==> src/rtl/rom_fetch_sequencer_if.sv <==
// Issue/ROM/redirect bundle between the fetch sequencer (master) and its ROM + datapath (slave).
// Signal names keep the datapath's established i/o naming as seen from the sequencer.
interface rom_fetch_sequencer_if #(
   parameter int ADDR_W  = 16,
   parameter int INSTR_W = 28
);
   logic [ADDR_W-1:0]  oRomAddress;
   logic [INSTR_W-1:0] iRomInstruction;
   logic [INSTR_W-1:0] oInstruction;
   logic               oInstrValid;
   logic [ADDR_W-1:0]  oPC;
   logic               iReady;
   logic               iBranchTaken;
   logic [ADDR_W-1:0]  iBranchTarget;
   logic               iHalt;
   logic               oDelayActive;

   modport master (
      output oRomAddress, oInstruction, oInstrValid, oPC, oDelayActive,
      input  iRomInstruction, iReady, iBranchTaken, iBranchTarget, iHalt
   );

   modport slave (
      input  oRomAddress, oInstruction, oInstrValid, oPC, oDelayActive,
      output iRomInstruction, iReady, iBranchTaken, iBranchTarget, iHalt
   );
endinterface

==> src/rtl/rom_fetch_sequencer.sv <==
// Instruction fetch: owns PC, runs NOP delays and JMPs locally, issues others one cycle after fetch.
// Holds PC and issue register while the issue slot is occupied; redirects kill the pending instruction.
module rom_fetch_sequencer #(
   parameter int         ADDR_W  = 16,
   parameter int         INSTR_W = 28,
   parameter logic [3:0] NOP_OP  = 4'd0,
   parameter logic [3:0] JMP_OP  = 4'd13
) (
   input  logic                  iClock,
   input  logic                  iReset_n,
   rom_fetch_sequencer_if.master bus
);
   typedef enum logic [1:0] {S_FETCH, S_DELAY, S_HALT} state_t;

   state_t             r_state;
   logic [ADDR_W-1:0]  r_pc;
   logic [ADDR_W-1:0]  r_opc;
   logic [INSTR_W-1:0] r_instr;
   logic               r_vld;
   logic               r_delay;
   logic [23:0]        r_cnt;

   logic               w_xfer;
   logic               w_slot_free;
   logic [3:0]         w_op;
   logic [23:0]        w_imm;
   logic [ADDR_W-1:0]  w_jmp_tgt;
   logic [ADDR_W-1:0]  w_pc_inc;

   assign w_xfer      = r_vld & bus.iReady;
   assign w_slot_free = ~r_vld | bus.iReady;
   assign w_op        = bus.iRomInstruction[INSTR_W-1 -: 4];
   assign w_imm       = bus.iRomInstruction[23:0];
   assign w_jmp_tgt   = {{(ADDR_W-8){1'b0}}, bus.iRomInstruction[23:16]};
   assign w_pc_inc    = r_pc + {{(ADDR_W-1){1'b0}}, 1'b1};

   assign bus.oRomAddress  = r_pc;
   assign bus.oInstruction = r_instr;
   assign bus.oInstrValid  = r_vld;
   assign bus.oPC          = r_opc;
   assign bus.oDelayActive = r_delay;

   always_ff @(posedge iClock or negedge iReset_n) begin
      if (!iReset_n) begin
         r_state <= S_FETCH;
         r_pc    <= '0;
         r_opc   <= '0;
         r_instr <= '0;
         r_vld   <= 1'b0;
         r_delay <= 1'b0;
         r_cnt   <= '0;
      end else if (bus.iBranchTaken) begin
         // Redirect wins even over a transfer: the pending instruction is on the wrong path.
         r_pc    <= bus.iBranchTarget;
         r_vld   <= 1'b0;
         r_cnt   <= '0;
         r_delay <= 1'b0;
         r_state <= bus.iHalt ? S_HALT : S_FETCH;
      end else if (bus.iHalt) begin
         r_state <= S_HALT;
         r_cnt   <= '0;
         r_delay <= 1'b0;
         if (w_xfer) r_vld <= 1'b0;
      end else begin
         case (r_state)
            S_FETCH: begin
               if (w_slot_free) begin
                  r_vld <= 1'b0;
                  if (w_op == NOP_OP) begin
                     r_pc <= w_pc_inc;
                     if (w_imm != '0) begin
                        r_cnt   <= w_imm;
                        r_state <= S_DELAY;
                        r_delay <= 1'b1;
                     end
                  end else if (w_op == JMP_OP) begin
                     r_pc <= w_jmp_tgt;
                  end else begin
                     r_instr <= bus.iRomInstruction;
                     r_opc   <= r_pc;
                     r_vld   <= 1'b1;
                     r_pc    <= w_pc_inc;
                  end
               end
            end
            S_DELAY: begin
               if (w_xfer) r_vld <= 1'b0;
               r_cnt <= r_cnt - 24'd1;
               if (r_cnt <= 24'd1) begin
                  r_state <= S_FETCH;
                  r_delay <= 1'b0;
               end
            end
            S_HALT: begin
               if (w_xfer) r_vld <= 1'b0;
               r_state <= S_FETCH;
            end
            default: begin
               r_state <= S_FETCH;
               r_delay <= 1'b0;
            end
         endcase
      end
   end
endmodule

==> src/flat_wrapper.sv <==
// flat-port wrapper written by rule: the top's interface ports become plain ports
module rom_fetch_sequencer_flat 
#(
   parameter int         ADDR_W  = 16,
   parameter int         INSTR_W = 28,
   parameter logic [3:0] NOP_OP  = 4'd0,
   parameter logic [3:0] JMP_OP  = 4'd13
)
  (iClock, iReset_n, bus_oRomAddress, bus_oInstruction, bus_oInstrValid, bus_oPC, bus_oDelayActive, bus_iRomInstruction, bus_iReady, bus_iBranchTaken, bus_iBranchTarget, bus_iHalt);
  rom_fetch_sequencer_if #(.ADDR_W(ADDR_W), .INSTR_W(INSTR_W)) bus_i ();
  input  logic iClock;
  input  logic iReset_n;
  output wire logic [$bits(bus_i.oRomAddress)-1:0] bus_oRomAddress;
  output wire logic [$bits(bus_i.oInstruction)-1:0] bus_oInstruction;
  output wire logic [$bits(bus_i.oInstrValid)-1:0] bus_oInstrValid;
  output wire logic [$bits(bus_i.oPC)-1:0] bus_oPC;
  output wire logic [$bits(bus_i.oDelayActive)-1:0] bus_oDelayActive;
  input wire logic [$bits(bus_i.iRomInstruction)-1:0] bus_iRomInstruction;
  input wire logic [$bits(bus_i.iReady)-1:0] bus_iReady;
  input wire logic [$bits(bus_i.iBranchTaken)-1:0] bus_iBranchTaken;
  input wire logic [$bits(bus_i.iBranchTarget)-1:0] bus_iBranchTarget;
  input wire logic [$bits(bus_i.iHalt)-1:0] bus_iHalt;
  assign bus_oRomAddress = bus_i.oRomAddress;
  assign bus_oInstruction = bus_i.oInstruction;
  assign bus_oInstrValid = bus_i.oInstrValid;
  assign bus_oPC = bus_i.oPC;
  assign bus_oDelayActive = bus_i.oDelayActive;
  assign bus_i.iRomInstruction = bus_iRomInstruction;
  assign bus_i.iReady = bus_iReady;
  assign bus_i.iBranchTaken = bus_iBranchTaken;
  assign bus_i.iBranchTarget = bus_iBranchTarget;
  assign bus_i.iHalt = bus_iHalt;
  rom_fetch_sequencer #(.ADDR_W(ADDR_W), .INSTR_W(INSTR_W), .NOP_OP(NOP_OP), .JMP_OP(JMP_OP)) u_core (.iClock(iClock), .iReset_n(iReset_n), .bus(bus_i));
endmodule
==> config.mk <==
export PLATFORM = sky130hd
export DESIGN_NAME = rom_fetch_sequencer_flat
export DESIGN_NICKNAME = d
export VERILOG_FILES = /design/src/rtl/rom_fetch_sequencer_if.sv /design/src/rtl/rom_fetch_sequencer.sv /design/src/flat_wrapper.sv
export SDC_FILE = /design/constraint.sdc
export NUM_CORES = 1
export LEC_CHECK = 0
export ABC_AREA = 1
export CORE_ASPECT_RATIO = 0.75
export CORE_MARGIN = 1
export CORE_UTILIZATION = 31
export CTS_BUF_LIST = sky130_fd_sc_hd__clkbuf_8
export DETAILED_ROUTE_END_ITERATION = 10
export HOLD_SLACK_MARGIN = 0.05
export PLACE_DENSITY_LB_ADDON = 0.25
export SLEW_MARGIN = 20
export SYNTH_ARGS = -nofsm -noshare
export SYNTH_HDL_FRONTEND = slang
export SYNTH_SLANG_ARGS = --single-unit
==> constraint.sdc <==
create_clock -name iClock -period 1.92 [get_ports iClock]
set_input_delay 0.192 -clock iClock [delete_from_list [all_inputs] [get_ports iClock]]
set_output_delay 0.192 -clock iClock [all_outputs]
set_load 0.02 [all_outputs]
==> PnR_summary.wiki, run 1 <==
{| class="wikitable"
! Metric !! Value
|-
| Routed wire length per instance || ~15 um
|-
| Category of cells accounting for the largest share of critical-path delay || simple AND/OR/NAND/NOR gates
|-
| Setup violators final || 0
|-
| Routed WL || 14.8 mm
|-
| Maximum clock skew at final layout || ~0.019 ns
|-
| First-pass GRT wire length || 24.2 mm
|-
| Required @ worst endpoint || 2.19 ns
|-
| Crit-path cells || inv_1, buf_4, nand2_1, nor2_2, nand3_1, a21oi_1, o21ai_0, nand3_1, nand2_1
|-
| # nets final || a little over 800
|-
| Maxcap violations || 0
|-
| Power per Cell Area || 869 mW/mm^2
|-
| Largest stage delay on the critical path || 0.42 ns
|-
| Buffers and inverters on the worst path || 2
|-
| Clock sink count || 88
|-
| Diodes inserted || 0
|-
| Standard cell with the maximum stage delay on the critical path || dfrtp_1
|-
| Register-to-register path setup slack || 0.14 ns
|-
| Outcome || completed
|-
| Synthesized area divided by synthesized cell count || 7.93 sq um
|-
| Drt first pass iters || 5
|-
| Time the worst path needs with I/O delays and setup || 1.78 ns
|-
| Final Instance Count excl. Fillers || 984
|-
| Die X-Extent || 148 um
|-
| Worst IR Drop VDD || 0.497 mV
|-
| Signed area change from the synthesized netlist to the final layout || 37.9%
|-
| Effective utilization at floorplan || 0.321
|-
| P_leak || 0.00306 uW
|-
| Post-synthesis cell count || 625
|-
| Count of buffers from port buffering || 110
|-
| Buffer levels on the longest clock path || 2
|-
| Critical path startpoint category || register
|-
| Final critical-path share of the clock period || 0.925
|-
| Clock Tree Root || clkbuf_8
|-
| Deepest level of the CTS H-tree || 3
|-
| Global-route usage over all layers || 0.189
|-
| Sequential fraction of the synthesis area || 0.444
|-
| Drt first-iter violations || 366
|-
| Kind of path behind the tightest hold check || in -> async
|-
| Clock latency at the later pin of the worst-skew pair || 0.39 ns
|-
| Warning count from the yosys run || 0
|-
| Die footprint || 0.0165 sq mm
|-
| Clock-pin slew on the worst setup and hold paths || 0.10 ns
|-
| Post-synthesis net count || between 600 and 700
|-
| Setup repair after global routing missed its margin || false
|-
| Total clock buffers created by CTS || 9
|-
| Weighted congestion reported at the end of routability-driven placement || 0.895
|-
| Synth Cell Area || 0.00496 sq mm
|-
| Total global routing overflow || 0
|-
| Peak Freq || 0.563 GHz
|-
| Height of the chip || 112 um
|-
| Cell variety after synth || 33
|-
| Worst Tran Pin Value || 0.516 ns
|-
| Setup Crit Path Kind || reg -> reg
|-
| Dpl hpwl || around 12 mm
|-
| Endpoint arrival time on the critical path || between 2 and 2.5 ns
|-
| Worst relative slew slack || 0.656
|-
| Count of endpoints failing hold in the final timing report || 0
|-
| Post-route standard cell area excluding fillers || 0.00684 sq mm
|-
| Initial antenna violation count || 0
|-
| Critical register-to-register path endpoint || u_core.r_cnt[13]
|-
| Post-Place Cell Area || approximately 0.0066 sq mm
|-
| Reg-to-reg critical path startpoint || u_core.r_cnt[0]
|-
| Via count || 4,788
|-
| Flop and latch count out of synthesis || 88
|-
| Fraction of layout cells with a size suffix above 1 || 0.157
|-
| Placement row count || 39
|-
| Setup Total Neg Slack || 0 ns
|-
| Number of DRC violations after detailed routing || 0
|-
| Slew Limit Fails || 0
|-
| CP Capture Type || register
|-
| CTS tree || done
|-
| Post-Place Cells || 966
|-
| Std-Cell Core Area || around 0.015 sq mm
|-
| # IOs || around 110
|-
| Number of routed nets with antenna violations || 0
|-
| Maximum net fanout on the critical path || 6
|-
| Vias in the first global route || 4,661
|-
| Pin count of the biggest net entering global routing || 37
|-
| Number of cell instances on the worst register-to-register path || 9
|-
| Via density || 4.87
|}
## layout make-up
class / count / area [sq um]
timing repair buffer: 158 / 1560
clock inverter: 7 / 53.8
multi-input combinational: 457 / 2410
inverter: 60 / 225
fill: 1563 / 8580
sequential: 88 / 2200
tap: 205 / 256
clock buffer: 9 / 124
## cells in the final DEF, fill, tap and decap left out, drive strengths merged, types with 22 or more instances in the layout
cell type and count:
nor2 99, a21oi 33, inv 62, nand2 139, clkdlybuf4s50 109, o21ai 53, buf 48, nand3 50
dfrtp 88, mux2 22
## state kept, by name, summed over array words and instances (netlist names)
| signal | flops |
|---|---|
| u_core.bus.oDelayActive | 1 |
| u_core.bus.oInstrValid | 1 |
| u_core.bus.oInstruction | 28 |
| u_core.bus.oPC | 16 |
| u_core.bus.oRomAddress | 16 |
| u_core.r_cnt | 24 |
| u_core.r_state | 2 |
## worst max path at each step
stage                                        endpoint  cells after the start  slack [ns]         startpoint
after floorplan           u_core.bus.oInstruction[10]                      8        0.28  u_core.r_state[0]
after global placement               u_core.r_cnt[20]                      9       0.009          bus_iHalt
after detailed placement             u_core.r_cnt[22]                      9       -0.09          bus_iHalt
after CTS                             u_core.r_cnt[5]                     11        0.08  u_core.r_state[0]
after global routing                  u_core.r_cnt[5]                     11       0.002  u_core.r_state[1]
final                                u_core.r_cnt[13]                      9        0.14    u_core.r_cnt[0]
## synth_stat cells (all sizes together)
cell type,number,share of area
nand2,139,0.11
nor2,99,0.081
dfrtp,88,0.44
inv,60,0.045
o21ai,53,0.054
nand3,50,0.051
a21oi,33,0.045
mux2,22,0.050
nand4,14,0.018
o211ai,14,0.021
buf,12,0.021
clkbuf,8,0.0061
ha,6,0.015
xor2,6,0.011
or2,5,0.0063
a21boi,4,0.0061
o22ai,4,0.0050
nor3,3,0.0053
o21bai,2,0.0030
a32oi,1,0.0018
mux2i,1,0.0020
o221ai,1,0.0018
## power by group
group / total, uW / switching (uW) / internal [uW]
logic: 2290 / 1210 / 1070
registers: 2440 / 245 / 2190
clock network: 1210 / 736 / 478
## metrics by stage
step	power (uW)	worst slack, ns	hold slack, ns	util
after global routing	6280	0.00209	0.355	0.443
after detailed placement	4750	-0.0902	0.198	0.429
after floorplan	3620	0.282	-0.104	-
final	5940	0.144	0.317	0.443
after CTS	5990	0.0789	0.314	0.441
after global placement	4710	0.00874	0.197	0.429
## cells by family (layout without fill, tap and decap cells)
logic type,after synthesis,after routing,share of synthesized area
adders and majority gates,6,6,0.0151
AOI/OAI and AO/OA,112,112,0.138
buffers and inverters,80,234,0.0727
xor gates and xnor gates,6,6,0.0106
and+or+nand+nor,310,310,0.268
DFF,88,88,0.444
muxes,23,23,0.0520
## repair_timing
item | 4_1_cts | 5_1_grt
hold endpoints to repair | 33 | 0
buffers inserted | 0 | 1
gates resized for setup | 1 | 5
pin swaps | 0 | 1
endpoints found under the setup margin | 13 | 28
hold buffers | 1 | 0
## per-layer routing
layer	part of all wire	GRT usage	routed length (um)
met1	0.49	0.271	7280
met5	0	0	0
met4	0.013	0.0529	195
met2	0.43	0.282	6440
met3	0.061	0.0459	908
## worst reg2reg max path: stages, from the launching register on
cell and delay (ns):
dfrtp_1 0.42, inv_1 0.09, buf_4 0.13, nand2_1 0.09
nor2_2 0.28, nand3_1 0.22, a21oi_1 0.18, o21ai_0 0.11
nand3_1 0.10, nand2_1 0.05
No activity file was read; power rests on OpenSTA's default activity.
==> inputs of run 2 (changes only) <==
--- a/config.mk
+++ b/config.mk
@@ -7,7 +7,6 @@
 export LEC_CHECK = 0
 export ABC_AREA = 1
 export CORE_ASPECT_RATIO = 0.75
-export CORE_MARGIN = 1
 export CORE_UTILIZATION = 31
 export CTS_BUF_LIST = sky130_fd_sc_hd__clkbuf_8
 export DETAILED_ROUTE_END_ITERATION = 10
==> results of run 2 <==
The final DEF is identical to that of run 1; final timing and power are the same.
==> inputs of run 3 (changes only) <==
--- a/config.mk
+++ b/config.mk
@@ -11,7 +11,7 @@
 export CTS_BUF_LIST = sky130_fd_sc_hd__clkbuf_8
 export DETAILED_ROUTE_END_ITERATION = 10
 export HOLD_SLACK_MARGIN = 0.05
-export PLACE_DENSITY_LB_ADDON = 0.25
+export PLACE_DENSITY = 0.6
 export SLEW_MARGIN = 20
 export SYNTH_ARGS = -nofsm -noshare
 export SYNTH_HDL_FRONTEND = slang
==> PnR_summary.wiki, run 3 (synthesized netlist as in run 1, its figures left out) <==
{| class="wikitable"
! Metric !! Value
|-
| # IOs || 111 (unchanged)
|-
| Peak Freq || 0.558 GHz (-0.81%)
|-
| Placement row count || 39 (unchanged)
|-
| Clock-pin slew on the worst setup and hold paths || 0.09 ns (about the same)
|-
| Std-Cell Core Area || 0.0154 sq mm (unchanged)
|-
| Setup Crit Path Kind || reg -> reg
|-
| Tightest hold margin || 0.300 ns (-0.0163 ns)
|-
| Die X-Extent || 148 um (unchanged)
|-
| Number of cell instances on the worst register-to-register path || 8 (-1)
|-
| Critical path startpoint category || register
|-
| Post-route standard cell area excluding fillers || 0.00689 sq mm (+0.75%)
|-
| # nets final || 839 (+1.2%)
|-
| Time the worst path needs with I/O delays and setup || 1.79 ns (+0.0144 ns)
|-
| Post-Place Cell Area || 0.00666 sq mm (+0.76%)
|-
| Vias in the first global route || 4,733 (+1.5%)
|-
| Drt first-iter violations || 419 (+14%)
|-
| Height of the chip || 112 um (unchanged)
|-
| Most used cells in the layout excluding fill and tap cells || nand2_1, clkdlybuf4s50_1, nor2_1, dfrtp_1, inv_1
|-
| Buffer levels on the longest clock path || 2 (unchanged)
|-
| Diodes inserted || 0 (unchanged)
|-
| Total global routing overflow || 0 (unchanged)
|-
| Via count || 4,847 (+1.2%)
|-
| Worst relative slew slack || 0.641 (-0.0147)
|-
| Pin count of the biggest net entering global routing || 39 (+5.4%)
|-
| Outcome || completed
|-
| Die footprint || 0.0165 sq mm (unchanged)
|-
| Dpl hpwl || 12.0 mm (+3.3%)
|-
| Worst IR Drop VDD || 0.433 mV (-13%)
|-
| Maximum clock skew at final layout || 0.00776 ns (-0.0108 ns)
|-
| CTS tree || done
|-
| P_leak || 0.00311 uW (+1.5%)
|-
| Required @ worst endpoint || 2.19 ns (about the same)
|-
| Total clock buffers created by CTS || 9 (unchanged)
|-
| Global-route usage over all layers || 0.197 (+0.00823)
|-
| Post-layout util || 0.447 (+0.00333)
|-
| CP Capture Type || register
|-
| Count of buffers from port buffering || 110 (unchanged)
|-
| Drt first pass iters || 5 (unchanged)
|-
| Count of endpoints failing hold in the final timing report || 0 (unchanged)
|-
| Most frequent standard cell in the layout excluding fill and tap cells || nand2_1
|-
| Maximum net fanout on the critical path || 18 (+12)
|-
| Number of DRC violations after detailed routing || 0 (unchanged)
|-
| Weighted congestion reported at the end of routability-driven placement || 0.876 (-2.1%)
|-
| Clock latency at the later pin of the worst-skew pair || 0.39 ns (about the same)
|-
| Setup repair after global routing missed its margin || false
|-
| Clock sink count || 88 (unchanged)
|-
| Worst Tran Pin Value || 0.538 ns (+0.0220 ns)
|-
| Routed WL || 15.4 mm (+4.1%)
|-
| Max reg flops || 28 (unchanged)
|-
| Setup violators final || 0 (unchanged)
|-
| Routed wire length per instance || 15.5 um (+3.1%)
|-
| First-pass GRT wire length || 25.3 mm (+4.2%)
|-
| Signed area change from the synthesized netlist to the final layout || 38.9%
|-
| Fraction of layout cells with a size suffix above 1 || 0.166 (+0.00942)
|-
| Endpoint arrival time on the critical path || 2.06 ns (about the same)
|-
| Number of inserted filler cells in the final layout || 1,558 (-0.32%)
|-
| Via density || 4.88 (+0.21%)
|-
| Final critical-path share of the clock period || 0.933 (+0.00751)
|-
| Deepest level of the CTS H-tree || 3 (unchanged)
|-
| Kind of path behind the tightest hold check || in -> async
|-
| Effective utilization at floorplan || 0.321 (unchanged)
|-
| Slew Limit Fails || 0 (unchanged)
|-
| Initial antenna violation count || 0 (unchanged)
|-
| Total power of the final layout || 5990 uW (+0.74%)
|-
| Maxcap violations || 0 (unchanged)
|-
| Clock Tree Root || clkbuf_8
|-
| Power per Cell Area || 869 mW/mm^2 (about the same)
|-
| Number of routed nets with antenna violations || 0 (unchanged)
|}
[run 3: cell types whose count changed in the layout (fill, tap and decap cells not counted), sizes merged]
cell / before / now
buf: 48 / 58
[run 3: repair_timing]
| action | CTS | global route |
|---|---|---|
| endpoints found under the setup margin | 13 | 23 |
| endpoints found under the hold margin | 36 | 0 |
| pin swaps | 0 | 1 |
| cloned | 0 | 0 |
| gates resized for setup | 1 | 5 |
| hold buffers | 1 | 0 |
| buffers inserted | 0 | 1 |
[run 3: power breakdown]
group	switching [uW]	internal, uW	total (uW)
registers	235	2190	2430
logic	1230	1090	2320
clock network	756	478	1230
[run 3: worst max-delay path: stages, from the launching register on]
cell     delay [ns]
dfrtp_1        0.40
inv_1          0.10
ha_2           0.22
nand2_2        0.10
nor2_4         0.12
inv_2          0.06
nor2_4         0.14
buf_12         0.18
mux2_2         0.36
[run 3: area by class of cell]
type | count | area, sq um | area share
inverters | 60 | 225 | 0.0327
repair buffers | 168 | 1620 | 0.235
flip-flops and latches | 88 | 2200 | 0.320
well taps | 205 | 256 | 0.0372
multi-input cells | 457 | 2410 | 0.350
clock inverters | 7 | 53.8 | 0.00781
clock buffers | 9 | 124 | 0.0180
[run 3: metrics by stage]
stage | std cells | worst slack [ns] | TNS [ns]
6_report | 994 | 0.129 | 0
5_1_grt | 994 | 0.00367 | 0
3_5_place_dp | 976 | -0.126 | -1.36
2_1_floorplan | 625 | 0.282 | 0
4_1_cts | 993 | 0.0475 | 0
3_3_place_gp | 976 | -0.00693 | -0.00961
[run 3: routing by layer]
layer  part of all wire  track usage  routed length, um
met5                  0            0                  0
met4              0.014       0.0474                218
met3              0.054       0.0488                828
met2               0.43        0.286               6590
met1               0.50        0.292               7800
[run 3: worst paths after layout]
| check | startpoint | end | slack [ns] |
|---|---|---|---|
| min in group iClock | bus_iBranchTarget[9] | u_core.bus.oRomAddress[9] | 0.37 |
| worst max register to register | u_core.r_state[1] | u_core.bus.oPC[4] | 0.13 |
| worst min register to register | u_core.bus.oDelayActive | u_core.bus.oDelayActive | 0.50 |
| max in group asynchronous | iReset_n | u_core.bus.oPC[3] | 0.94 |
| worst max-delay path | u_core.r_state[1] | u_core.bus.oPC[4] | 0.13 |
| worst min-delay path | iReset_n | u_core.bus.oInstruction[4] | 0.30 |
